File: config.mk
export PLATFORM = sky130hd
export DESIGN_NAME = sensor_filt_multi
export DESIGN_NICKNAME = d
export VERILOG_FILES = /design/src/rtl/sensor_filt_multi.sv
export SDC_FILE = /design/constraint.sdc
export NUM_CORES = 1
export LEC_CHECK = 0
export ABC_AREA = 0
export BUFFER_PORTS_ARGS = -buffer_cell sky130_fd_sc_hd__buf_2
export CAP_MARGIN = 25
export CORE_MARGIN = 3
export CORE_UTILIZATION = 50
export DETAILED_ROUTE_END_ITERATION = 10
export PLACE_DENSITY = 0.73
export SYNTH_ARGS = -nofsm -noshare
export SYNTH_HDL_FRONTEND = slang
export SYNTH_SLANG_ARGS = --single-unit
File: constraint.sdc
create_clock -name clk -period 2.2 [get_ports clk]
set_input_delay 0.22 -clock clk [delete_from_list [all_inputs] [get_ports clk]]
set_output_delay 0.22 -clock clk [all_outputs]
set_load 0.1 [all_outputs]
File: src/rtl/sensor_filt_multi.sv
// sensor_filt_multi: NUM_CH independent sensor-input conditioners.
// Each channel synchronises a raw input and deglitches it with a stability
// counter. It emits 1-clk filtered rise/fall pulses and measures the clock
// count between filtered rises, flagging a stall when the period counter
// saturates.
// Optional feature, enabled by defining SENSOR_FILT_GLITCH_CNT_EN: 8-bit
// per-channel counters of pending transitions that aborted before being
// accepted.
module sensor_filt_multi #(
    parameter int NUM_CH   = 4,
    parameter int CNT_W    = 16,
    parameter int PER_W    = 20,
    parameter int FAST_SIM = 1
) (
    input  logic                      clk,
    input  logic                      rst_n,
    input  logic [NUM_CH-1:0]         sig_in,
    output logic [NUM_CH-1:0]         filt,
    output logic [NUM_CH-1:0]         filt_rise,
    output logic [NUM_CH-1:0]         filt_fall,
    output logic [NUM_CH*PER_W-1:0]   period,
    output logic [NUM_CH-1:0]         per_vld,
    output logic [NUM_CH-1:0]         stalled,
    input  logic                      glitch_clr,
    output logic [NUM_CH*8-1:0]       glitch_cnt
);

    localparam logic [CNT_W-1:0] THRESH  = (FAST_SIM != 0) ? CNT_W'(511) : {CNT_W{1'b1}};
    localparam logic [PER_W-1:0] PER_MAX = {PER_W{1'b1}};

    logic [NUM_CH-1:0] r_q1_p0, r_q2_p1, r_q3_p2;
    logic [CNT_W-1:0]  r_cnt [NUM_CH];
    logic [NUM_CH-1:0] r_filt, r_filt_d;
    logic [NUM_CH-1:0] r_rise, r_fall;
    logic [PER_W-1:0]  r_per_cnt [NUM_CH];
    logic [PER_W-1:0]  r_period [NUM_CH];
    logic [NUM_CH-1:0] r_per_vld, r_stalled, r_armed;

    // Three-flop synchroniser; q3 is the first stage safe to compare against q2.
    always_ff @(posedge clk or negedge rst_n) begin
        if (!rst_n) begin
            r_q1_p0 <= '0;
            r_q2_p1 <= '0;
            r_q3_p2 <= '0;
        end else begin
            r_q1_p0 <= sig_in;
            r_q2_p1 <= r_q1_p0;
            r_q3_p2 <= r_q2_p1;
        end
    end

    // Stability counter restarts on any change and saturates; a full count commits q3 to filt.
    always_ff @(posedge clk or negedge rst_n) begin
        if (!rst_n) begin
            for (int i = 0; i < NUM_CH; i++) r_cnt[i] <= '0;
            r_filt <= '0;
        end else begin
            for (int i = 0; i < NUM_CH; i++) begin
                if (r_q2_p1[i] != r_q3_p2[i])
                    r_cnt[i] <= '0;
                else if (r_cnt[i] != THRESH)
                    r_cnt[i] <= r_cnt[i] + CNT_W'(1);
                if (r_cnt[i] == THRESH)
                    r_filt[i] <= r_q3_p2[i];
            end
        end
    end

    // Registered edge pulses from filt against its one-cycle delayed copy.
    always_ff @(posedge clk or negedge rst_n) begin
        if (!rst_n) begin
            r_filt_d <= '0;
            r_rise   <= '0;
            r_fall   <= '0;
        end else begin
            r_filt_d <= r_filt;
            r_rise   <= r_filt & ~r_filt_d;
            r_fall   <= ~r_filt & r_filt_d;
        end
    end

    // Period measurement: a rise reports only when armed and the counter has not saturated;
    // otherwise it just re-arms. Saturation without a rise declares a stall.
    always_ff @(posedge clk or negedge rst_n) begin
        if (!rst_n) begin
            for (int i = 0; i < NUM_CH; i++) begin
                r_per_cnt[i] <= '0;
                r_period[i]  <= '0;
            end
            r_per_vld <= '0;
            r_stalled <= '0;
            r_armed   <= '0;
        end else begin
            for (int i = 0; i < NUM_CH; i++) begin
                r_per_vld[i] <= 1'b0;
                if (r_rise[i]) begin
                    r_per_cnt[i] <= '0;
                    if (r_armed[i] && !r_stalled[i] && (r_per_cnt[i] != PER_MAX)) begin
                        r_period[i]  <= r_per_cnt[i] + PER_W'(1);
                        r_per_vld[i] <= 1'b1;
                    end else begin
                        r_armed[i]   <= 1'b1;
                        r_stalled[i] <= 1'b0;
                    end
                end else if (r_per_cnt[i] == PER_MAX) begin
                    r_stalled[i] <= 1'b1;
                    r_period[i]  <= PER_MAX;
                    r_armed[i]   <= 1'b0;
                end else begin
                    r_per_cnt[i] <= r_per_cnt[i] + PER_W'(1);
                end
            end
        end
    end

    assign filt      = r_filt;
    assign filt_rise = r_rise;
    assign filt_fall = r_fall;
    assign per_vld   = r_per_vld;
    assign stalled   = r_stalled;

    for (genvar g = 0; g < NUM_CH; g++) begin : g_per
        assign period[g*PER_W +: PER_W] = r_period[g];
    end

`ifdef SENSOR_FILT_GLITCH_CNT_EN
    logic [7:0] r_glitch [NUM_CH];

    // Count pending transitions (q3 differs from filt, run already started) that abort; clear wins.
    always_ff @(posedge clk or negedge rst_n) begin
        if (!rst_n) begin
            for (int i = 0; i < NUM_CH; i++) r_glitch[i] <= '0;
        end else begin
            for (int i = 0; i < NUM_CH; i++) begin
                if (glitch_clr)
                    r_glitch[i] <= '0;
                else if ((r_q2_p1[i] != r_q3_p2[i]) && (r_cnt[i] != '0) &&
                         (r_q3_p2[i] != r_filt[i]) && (r_glitch[i] != 8'hFF))
                    r_glitch[i] <= r_glitch[i] + 8'd1;
            end
        end
    end

    for (genvar g = 0; g < NUM_CH; g++) begin : g_gl
        assign glitch_cnt[g*8 +: 8] = r_glitch[g];
    end
`else
    logic w_unused_glitch_clr;
    assign w_unused_glitch_clr = glitch_clr;
    assign glitch_cnt          = '0;
`endif

endmodule
==> results of run 1 <==
## cell families (layout without fill, tap and decap cells)
family / after synthesis / in the layout
flip-flops: 264 / 264
buffers and inverters: 95 / 243
AO/OA/AOI/OAI: 206 / 206
other: 1 / 32
XOR/XNOR: 123 / 123
adder cells (fa/ha/maj): 8 / 8
multiplexers: 13 / 13
AND/OR/NAND/NOR: 450 / 450
## flip-flops by register name (all words and copies together) (netlist names)
signal     flops
period        80
r_per_cnt     80
r_cnt         64
filt           4
filt_fall      4
filt_rise      4
per_vld        4
r_armed        4
r_filt_d       4
r_q1_p0        4
r_q2_p1        4
r_q3_p2        4
stalled        4
## cell usage after synthesis, types with 8 or more instances
library cell	n
a211oi_1	12
a21oi_1	85
a21oi_2	13
a2bb2oi_1	33
and2_1	8
and3_1	22
and4_1	13
buf_4	33
clkbuf_1	30
dfrtp_1	264
ha_1	8
inv_1	18
mux2i_1	9
nand2_1	62
nand3_1	54
nand4_1	24
nor2_1	138
nor2b_1	12
nor3_1	64
nor4_1	16
o21ai_0	17
o22ai_1	16
or3_1	8
xnor2_1	58
xor2_1	65
## area by class of cell
| cell class | instances | area (µm²) | share of cell area |
|---|---|---|---|
| sequential | 264 | 6610 | 0.460 |
| multi-input combinational | 832 | 5130 | 0.357 |
| timing repair buffer | 170 | 1100 | 0.0765 |
| clock buffer | 46 | 902 | 0.0628 |
| tap | 319 | 399 | 0.0278 |
| clock inverter | 9 | 154 | 0.0107 |
| inverter | 18 | 67.6 | 0.00470 |
## report_power, final
group / internal, µW / leakage [µW] / switching [µW]
Sequential: 4900 / 0.00359 / 45.0
Clock: 3280 / 0.000511 / 1920
Combinational: 76.1 / 0.00284 / 405
## layer usage
| layer | up-vias | global-route usage | wire length, µm |
|---|---|---|---|
| li1 | 4369 | - | - |
| met1 | 4380 | 0.270 | 11600 |
| met2 | 176 | 0.316 | 11900 |
| met3 | 42 | 0.0291 | 1110 |
| met4 | 0 | 0.0504 | 498 |
| met5 | - | 0 | 0 |
## stage by stage
stage                     setup TNS (ns)  setup slack, ns  hold WS [ns]
after global placement                 0            0.181         0.146
after floorplan                        0           0.0151       -0.0756
after global routing             -0.0294          -0.0122         0.204
after detailed placement               0           0.0912         0.148
final                                  0            0.155         0.177
after CTS                              0           0.0473         0.166
## how the worst max path moves through the flow
stage,startpoint,to,slack [ns],cells past startpoint
finish,r_per_cnt[0],period[75],0.15,7
global route,r_per_cnt[0],period[75],-0.01,7
floorplan,filt_rise[2],period[43],0.02,5
detailed placement,r_per_cnt[0],period[62],0.09,7
CTS,r_per_cnt[0],period[75],0.05,7
global placement,r_per_cnt[0],period[62],0.18,7
## repair_timing
action	CTS	global route
endpoints found under the setup margin	0	52
endpoints found under the hold margin	268	0
hold buffers	5	0
gates resized for setup	0	7
buffers inserted	0	2
==> impl_metrics.toml, run 1 <==
[finish]
drive_gt1_frac = 0.188
fin_util = 0.608
fin_nets = 1331
syn_to_final_growth_pct = 18.5
num_antenna_cells = 0
stdcell_count = 1658
final_common_cell = "dfrtp_1"
final_cell_mix = "dfrtp_1, nor2_1, buf_2"
fillCellCount = 1965
design_area_mm2 = 0.0144

[logic_synthesis]
synth_compound_area_frac = 0.111
synth_xor_area_frac = 0.0889
yosysUniqueCellTypes = 61
yosysSeqAreaShare = 0.545
synth_top_flop_cell = "dfrtp_1"
synth_edf_count = 0
synth_top_family_by_area = "simple AND/OR/NAND/NOR gates"
synth_seq_cells = 264
async_flop_share = 1.00
yosys-top-cells-area = "dfrtp_1, xor2_1, nor2_1"
synth_top_cell_by_area = "dfrtp_1"
synthCells = 1160
synth_top_area_share = 0.545
synthesis.area_mm2 = 0.0121
synthSimpleGateAreaFrac = 0.190
yosys_warnings = 0
synth_fa_ha_area_frac = 0.00826
synthMuxAreaShare = 0.0112
syn_avg_cell_area_um2 = 10.4

[detailed_routing]
vias = 8967
wl_per_cell_um = 15.1
drc = 0
first_iter_violations = 519
via_per_inst = 5.41
wirelength_um = 25100
first_pass_iters = 5
postRouteAntennaNets = 0

[clock_network]
clk_pin_slew_ns = 0.06
root_buffer = "clkbuf_16"
cts.htree.levels = 1
cts.sinks = 264
cts_tree = "yes"
cts_made_buffers = 30
clk_path_buf_depth = 3
insertion_delay_ns = 0.54

[worst_setup_path]
cp_slowest_stage_delay_ns = 0.42
worstPathCellList = "ha_1, nand3_1, nor4_4, a21oi_2, buf_4, nor3_1, a21oi_1"
reg2reg_depth = 7
crit_arrival_ns = 2.46
crit_family = "simple AND/OR/NAND/NOR gates"
startpoint_type = "flop"
rrSetupSlack_ns = 0.15
endpoint_kind = "flop"
rr_endpoint = "period[75]"
cp_num_buf_inv = 1
rr_startpoint = "r_per_cnt[0]"
critPathMaxFanout = 34
crit_slowest_cell = "dfrtp_1"
cp.required_ns = 2.61
criticalPathCategory = "reg2reg"

[place]
placed_area_mm2 = 0.0132
io_buffers = 105
dp.cells = 1596
routabilityCongestion = 0.895
hpwlAfterDp_um = 17200

[floorplanning]
die_y_um = 162
core-area_mm2 = 0.0236
die-area_mm2 = 0.0261
start_util = 0.513
rows = 56
io_pins = 139
fp.dieW_um = 162

[pwr]
power.total_uw = 10600
p_per_area_mw_per_mm2 = 740
vdd_drop_max_mv = 0.665
p_leak_uw = 0.00694

[grt]
grt_pass1_wl_um = 42900
grt_antenna_before_repair = 0
grt-ovfl-total = 0
grt_pass1_vias = 8842
grt_max_degree = 61
track_usage = 0.192

[min_path]
hp-class = "in2async"

[timing]
post-route-period-util = 0.930
final-hold-violation-count = 0
setup_viol = 0
relSlewSlack = 0.615
max_freq_mhz = 489
tightest_slew_ns = 0.573
final.setup_skew_ns = 0.0149
finalCriticalPeriod_ns = 2.05
slew_viol_final = 0

[flow_run]
maxCapViolations = 0

[status]
status = "finished, final reports clean"
(Power assumes the default switching activity.)
==> run 2: changes to the inputs <==
- RECOVER_POWER: default -> 50
==> impl_metrics.toml, run 2 (synthesis gave the netlist of run 1 again) <==
[grt]
grt_pass1_vias = 8842
grt_pass1_wl_um = 42900
grt_max_degree = 61
track_usage = 0.192
grt_antenna_before_repair = 0
grt-ovfl-total = 0

[pwr]
p_leak_uw = 0.00691
vdd_drop_max_mv = 0.665
p_per_area_mw_per_mm2 = 740

[finish]
syn_to_final_growth_pct = 18.4
fillCellCount = 1968
fin_util = 0.608
seqCellArea_mm2 = 0.00661
final_common_cell = "dfrtp_1"
multi_input_area_mm2 = 0.00513
final_cell_mix = "dfrtp_1, nor2_1, a21oi_1, buf_2, xor2_1"
num_antenna_cells = 0
drive_gt1_frac = 0.186
fin_nets = 1331

[floorplanning]
rows = 56
core-area_mm2 = 0.0236
io_pins = 139
die_y_um = 162
die-area_mm2 = 0.0261
start_util = 0.513
fp.dieW_um = 162

[worst_setup_path]
worstPathCellList = "ha_1, nand3_1, nor4_4, a21oi_2, buf_4, nor3_1, a21oi_1"
endpoint_kind = "flop"
cp_num_buf_inv = 1
crit_family = "simple AND/OR/NAND/NOR gates"
startpoint_type = "flop"
cp_slowest_stage_delay_ns = 0.42
criticalPathCategory = "reg2reg"
cp.required_ns = 2.61
critPathMaxFanout = 34
crit_slowest_cell = "dfrtp_1"
crit_arrival_ns = 2.46

[detailed_routing]
first_iter_violations = 524
drc = 0
wl_per_cell_um = 15.1
wirelength_um = 25100
postRouteAntennaNets = 0
vias = 8989
first_pass_iters = 5
via_per_inst = 5.42

[timing]
tightest_slew_ns = 1.26
slew_viol_final = 0
setup_viol = 0
setup_tns_ns = 0
final.setup_skew_ns = 0.0152
fin_hold_ws_ns = 0.335
max_freq_mhz = 489
setup_slack_ns = 0.154
relSlewSlack = 0.159
post-route-period-util = 0.930
finalCriticalPeriod_ns = 2.05
final-hold-violation-count = 0

[clock_network]
cts.sinks = 264
insertion_delay_ns = 0.54
root_buffer = "clkbuf_16"
cts_made_buffers = 30
clk_path_buf_depth = 3
clk_pin_slew_ns = 0.06
cts.htree.levels = 1
cts_tree = "yes"

[flow_run]
maxCapViolations = 0

[status]
status = "finished, final reports clean"

[place]
hpwlAfterDp_um = 17200
routabilityCongestion = 0.895
pre_cts_ws_ns = 0.0912
io_buffers = 105

[min_path]
hp-class = "in2reg"
==> run 2: changes by cell type in the layout (fill, tap and decap cells not counted), sizes merged <==
cell / before / now
buf: 165 / 143
clkbuf: 46 / 68
==> run 2: metrics by stage <==
step	power, µW	std cells	instance area (µm²)
floorplan	5400	1191	12200
global placement	5510	1596	13200
detailed placement	5520	1596	13200
CTS	10800	1656	14300
global route	11000	1658	14400
finish	10600	1658	14400
==> run 2: worst paths after layout <==
kind | start | to | slack, ns | depth (start not counted)
hold reg to reg | r_q1_p0[2] | r_q2_p1[2] | 0.35 | 0
hold / removal | sig_in[2] | r_q1_p0[2] | 0.33 | 2
max in group asynchronous | rst_n | r_q1_p0[3] | 0.79 | 3
setup reg to reg | r_per_cnt[0] | period[75] | 0.15 | 7
setup / recovery | r_per_cnt[0] | period[75] | 0.15 | 7
min in group asynchronous | rst_n | r_per_cnt[47] | 0.49 | 2
==> run 2: layout make-up <==
type                       instances  area share
sequential                       264       0.460
clock buffer                      46      0.0629
inverter                          18     0.00471
timing repair buffer             170      0.0756
multi-input combinational        832       0.358
clock inverter                     9      0.0107
tap                              319      0.0278
==> run 2: routing by layer <==
metal / global-route usage / part of all wire / vias to the layer above
li1: - / - / 4373
met1: 0.270 / 0.46 / 4391
met2: 0.316 / 0.47 / 183
met3: 0.0291 / 0.045 / 42
met4: 0.0504 / 0.020 / 0
met5: 0 / 0 / -
==> run 2: report_power, final <==
part | switching, µW | internal [µW] | leakage (µW)
Combinational | 405 | 74.6 | 0.00281
Sequential | 45.1 | 4900 | 0.00359
Clock | 1910 | 3280 | 0.000511
Total | 2360 | 8260 | 0.00691
==> run 2: what timing repair did <==
item,4_1_cts,5_1_grt
gates resized for setup,0,7
setup endpoints to repair,0,52
setup buffers,0,2
hold buffers,5,0
endpoints found under the hold margin,268,0
==> run 2: worst reg2reg max path: stages, from the launching register on <==
cell and delay [ns]:
dfrtp_1 0.42, ha_1 0.24, nand3_1 0.27, nor4_4 0.32, a21oi_2 0.11, buf_4 0.25, nor3_1 0.25, a21oi_1 0.07
==> run 3: changes to the inputs <==
- PLACE_DENSITY: 0.73 -> 0.7
- clock period: 2.2 -> 2.6 ns (I/O delays scaled with it)
==> impl_metrics.toml, run 3 (synthesis gave the netlist of run 1 again) <==
[floorplanning]
fp.dieW_um = 162
core-area_mm2 = 0.0236
die-area_mm2 = 0.0261
rows = 56
start_util = 0.513
io_pins = 139
die_y_um = 162

[worst_setup_path]
cp_num_buf_inv = 0
crit_slowest_cell = "or3_1"
cp.required_ns = 3.04
criticalPathCategory = "reg2reg"
rr_endpoint = "r_per_cnt[38]"
endpoint_kind = "flop"
critPathMaxFanout = 8
reg2reg_depth = 6
worstPathCellList = "ha_1, nand3_1, or3_1, nor3_1, nor2_1, a311oi_1"
crit_family = "simple AND/OR/NAND/NOR gates"
rr_startpoint = "r_per_cnt[20]"
crit_arrival_ns = 2.68
startpoint_type = "flop"
rrSetupSlack_ns = 0.36
cp_slowest_stage_delay_ns = 0.54

[timing]
fin_hold_ws_ns = 0.342
setup_tns_ns = 0
relSlewSlack = -0.114
finalCriticalPeriod_ns = 2.24
final-hold-violation-count = 0
setup_viol = 0
rsz0062_at_grt = "no"
max_freq_mhz = 446
final.setup_skew_ns = 0.0135
tightest_slew_ns = 1.67
slew_viol_final = 63
setup_slack_ns = 0.356
post-route-period-util = 0.863

[place]
hpwlAfterDp_um = 16500
pre_cts_ws_ns = 0.365
dp.cells = 1577
routabilityCongestion = 0.868
io_buffers = 105

[detailed_routing]
via_per_inst = 5.38
wirelength_um = 24200
drc = 0
wl_per_cell_um = 14.8
first_pass_iters = 5
first_iter_violations = 572
vias = 8785
postRouteAntennaNets = 0

[clock_network]
clk_pin_slew_ns = 0.06
cts.htree.levels = 1
root_buffer = "clkbuf_16"
insertion_delay_ns = 0.54
clk_path_buf_depth = 3
cts.sinks = 264
cts_made_buffers = 28
cts_setup_buffers = 0
cts_tree = "yes"

[pwr]
swShare = 0.230
power.switching_uw = 2000
p_leak_uw = 0.00669
pwr-share-seq = 0.482
comb_power_share = 0.047
p_per_area_mw_per_mm2 = 620
vdd_drop_max_mv = 0.494
p_int_uw = 6690
pwr-share-clk = 0.472

[finish]
syn_to_final_growth_pct = 15.7
fin_nets = 1308
stdcell_count = 1634
final_common_cell = "dfrtp_1"
fin_util = 0.594
drive_gt1_frac = 0.153
final_cell_mix = "dfrtp_1, nor2_1, a21oi_1, buf_2, xor2_1"
num_antenna_cells = 0

[grt]
grt_max_degree = 66
track_usage = 0.186
grt_pass1_vias = 8700
grt_pass1_wl_um = 42000
grt-ovfl-total = 0
grt_antenna_before_repair = 0

[min_path]
hold_end = "r_q2_p1[3]"
min_path_cells = 0
hp-class = "reg2reg"
hp-start = "r_q1_p0[3]"

[status]
violations = "capacitance limit, slew limit"
status = "finished with violations"

[flow_run]
maxCapViolations = 1
-- run 3: cell types whose count changed in the layout (fill, tap and decap cells not counted), moves of 2 or more --
cell,previous run,this run
clkbuf_1,11,27
clkinv_2,2,5
clkbuf_16,31,28
clkbuf_2,19,3
buf_12,5,3
nor3_2,5,1
buf_4,55,33
nor3_1,60,64
-- run 3: how the worst max path moves through the flow --
| stage | from | endpoint | slack [ns] | cells past startpoint |
|---|---|---|---|---|
| floorplan | filt_rise[0] | period[6] | 0.28 | 7 |
| global placement | r_per_cnt[40] | r_per_cnt[52] | 0.41 | 6 |
| detailed placement | r_per_cnt[20] | period[58] | 0.36 | 6 |
| CTS | r_per_cnt[20] | r_per_cnt[38] | 0.34 | 6 |
| global route | rst_n | period[64] | 0.11 | 3 |
| finish | r_per_cnt[20] | r_per_cnt[38] | 0.36 | 6 |
-- run 3: through the flow --
stage	power, µW	cell area (µm²)
global placement	4660	13000
finish	8690	14000
CTS	8810	14100
detailed placement	4670	13000
global route	9030	14000
floorplan	4570	12200
-- run 3: repair_timing --
item / CTS / global route
endpoints found under the hold margin: 63 / 0
gates resized for setup: 0 / 0
hold buffers: 5 / 0
setup endpoints to repair: 0 / 0
-- run 3: final cells by class --
| cell class | count | area (µm²) |
|---|---|---|
| clock inverter | 12 | 154 |
| fill | 2030 | 9600 |
| tap | 319 | 399 |
| sequential | 264 | 6610 |
| multi-input combinational | 832 | 5100 |
| timing repair buffer | 149 | 871 |
| clock buffer | 40 | 816 |
| inverter | 18 | 67.6 |
-- run 3: power by group through the flow --
stage | registers [µW] | logic (µW) | clock network [µW]
final | 4180 | 406 | 4100
after global routing | 4190 | 445 | 4390
after CTS | 4180 | 418 | 4210
after detailed placement | 4260 | 410 | 0
after global placement | 4260 | 405 | 0
after floorplan | 4250 | 317 | 0
-- run 3: routing by layer --
| layer | vias to the layer above | wire, µm | share of wire | track usage |
|---|---|---|---|---|
| met2 | 155 | 11400 | 0.47 | 0.304 |
| met4 | 0 | 386 | 0.016 | 0.0469 |
| li1 | 4324 | - | - | - |
| met1 | 4277 | 11400 | 0.47 | 0.265 |
| met5 | - | 0 | 0 | 0 |
| met3 | 29 | 1070 | 0.044 | 0.0275 |
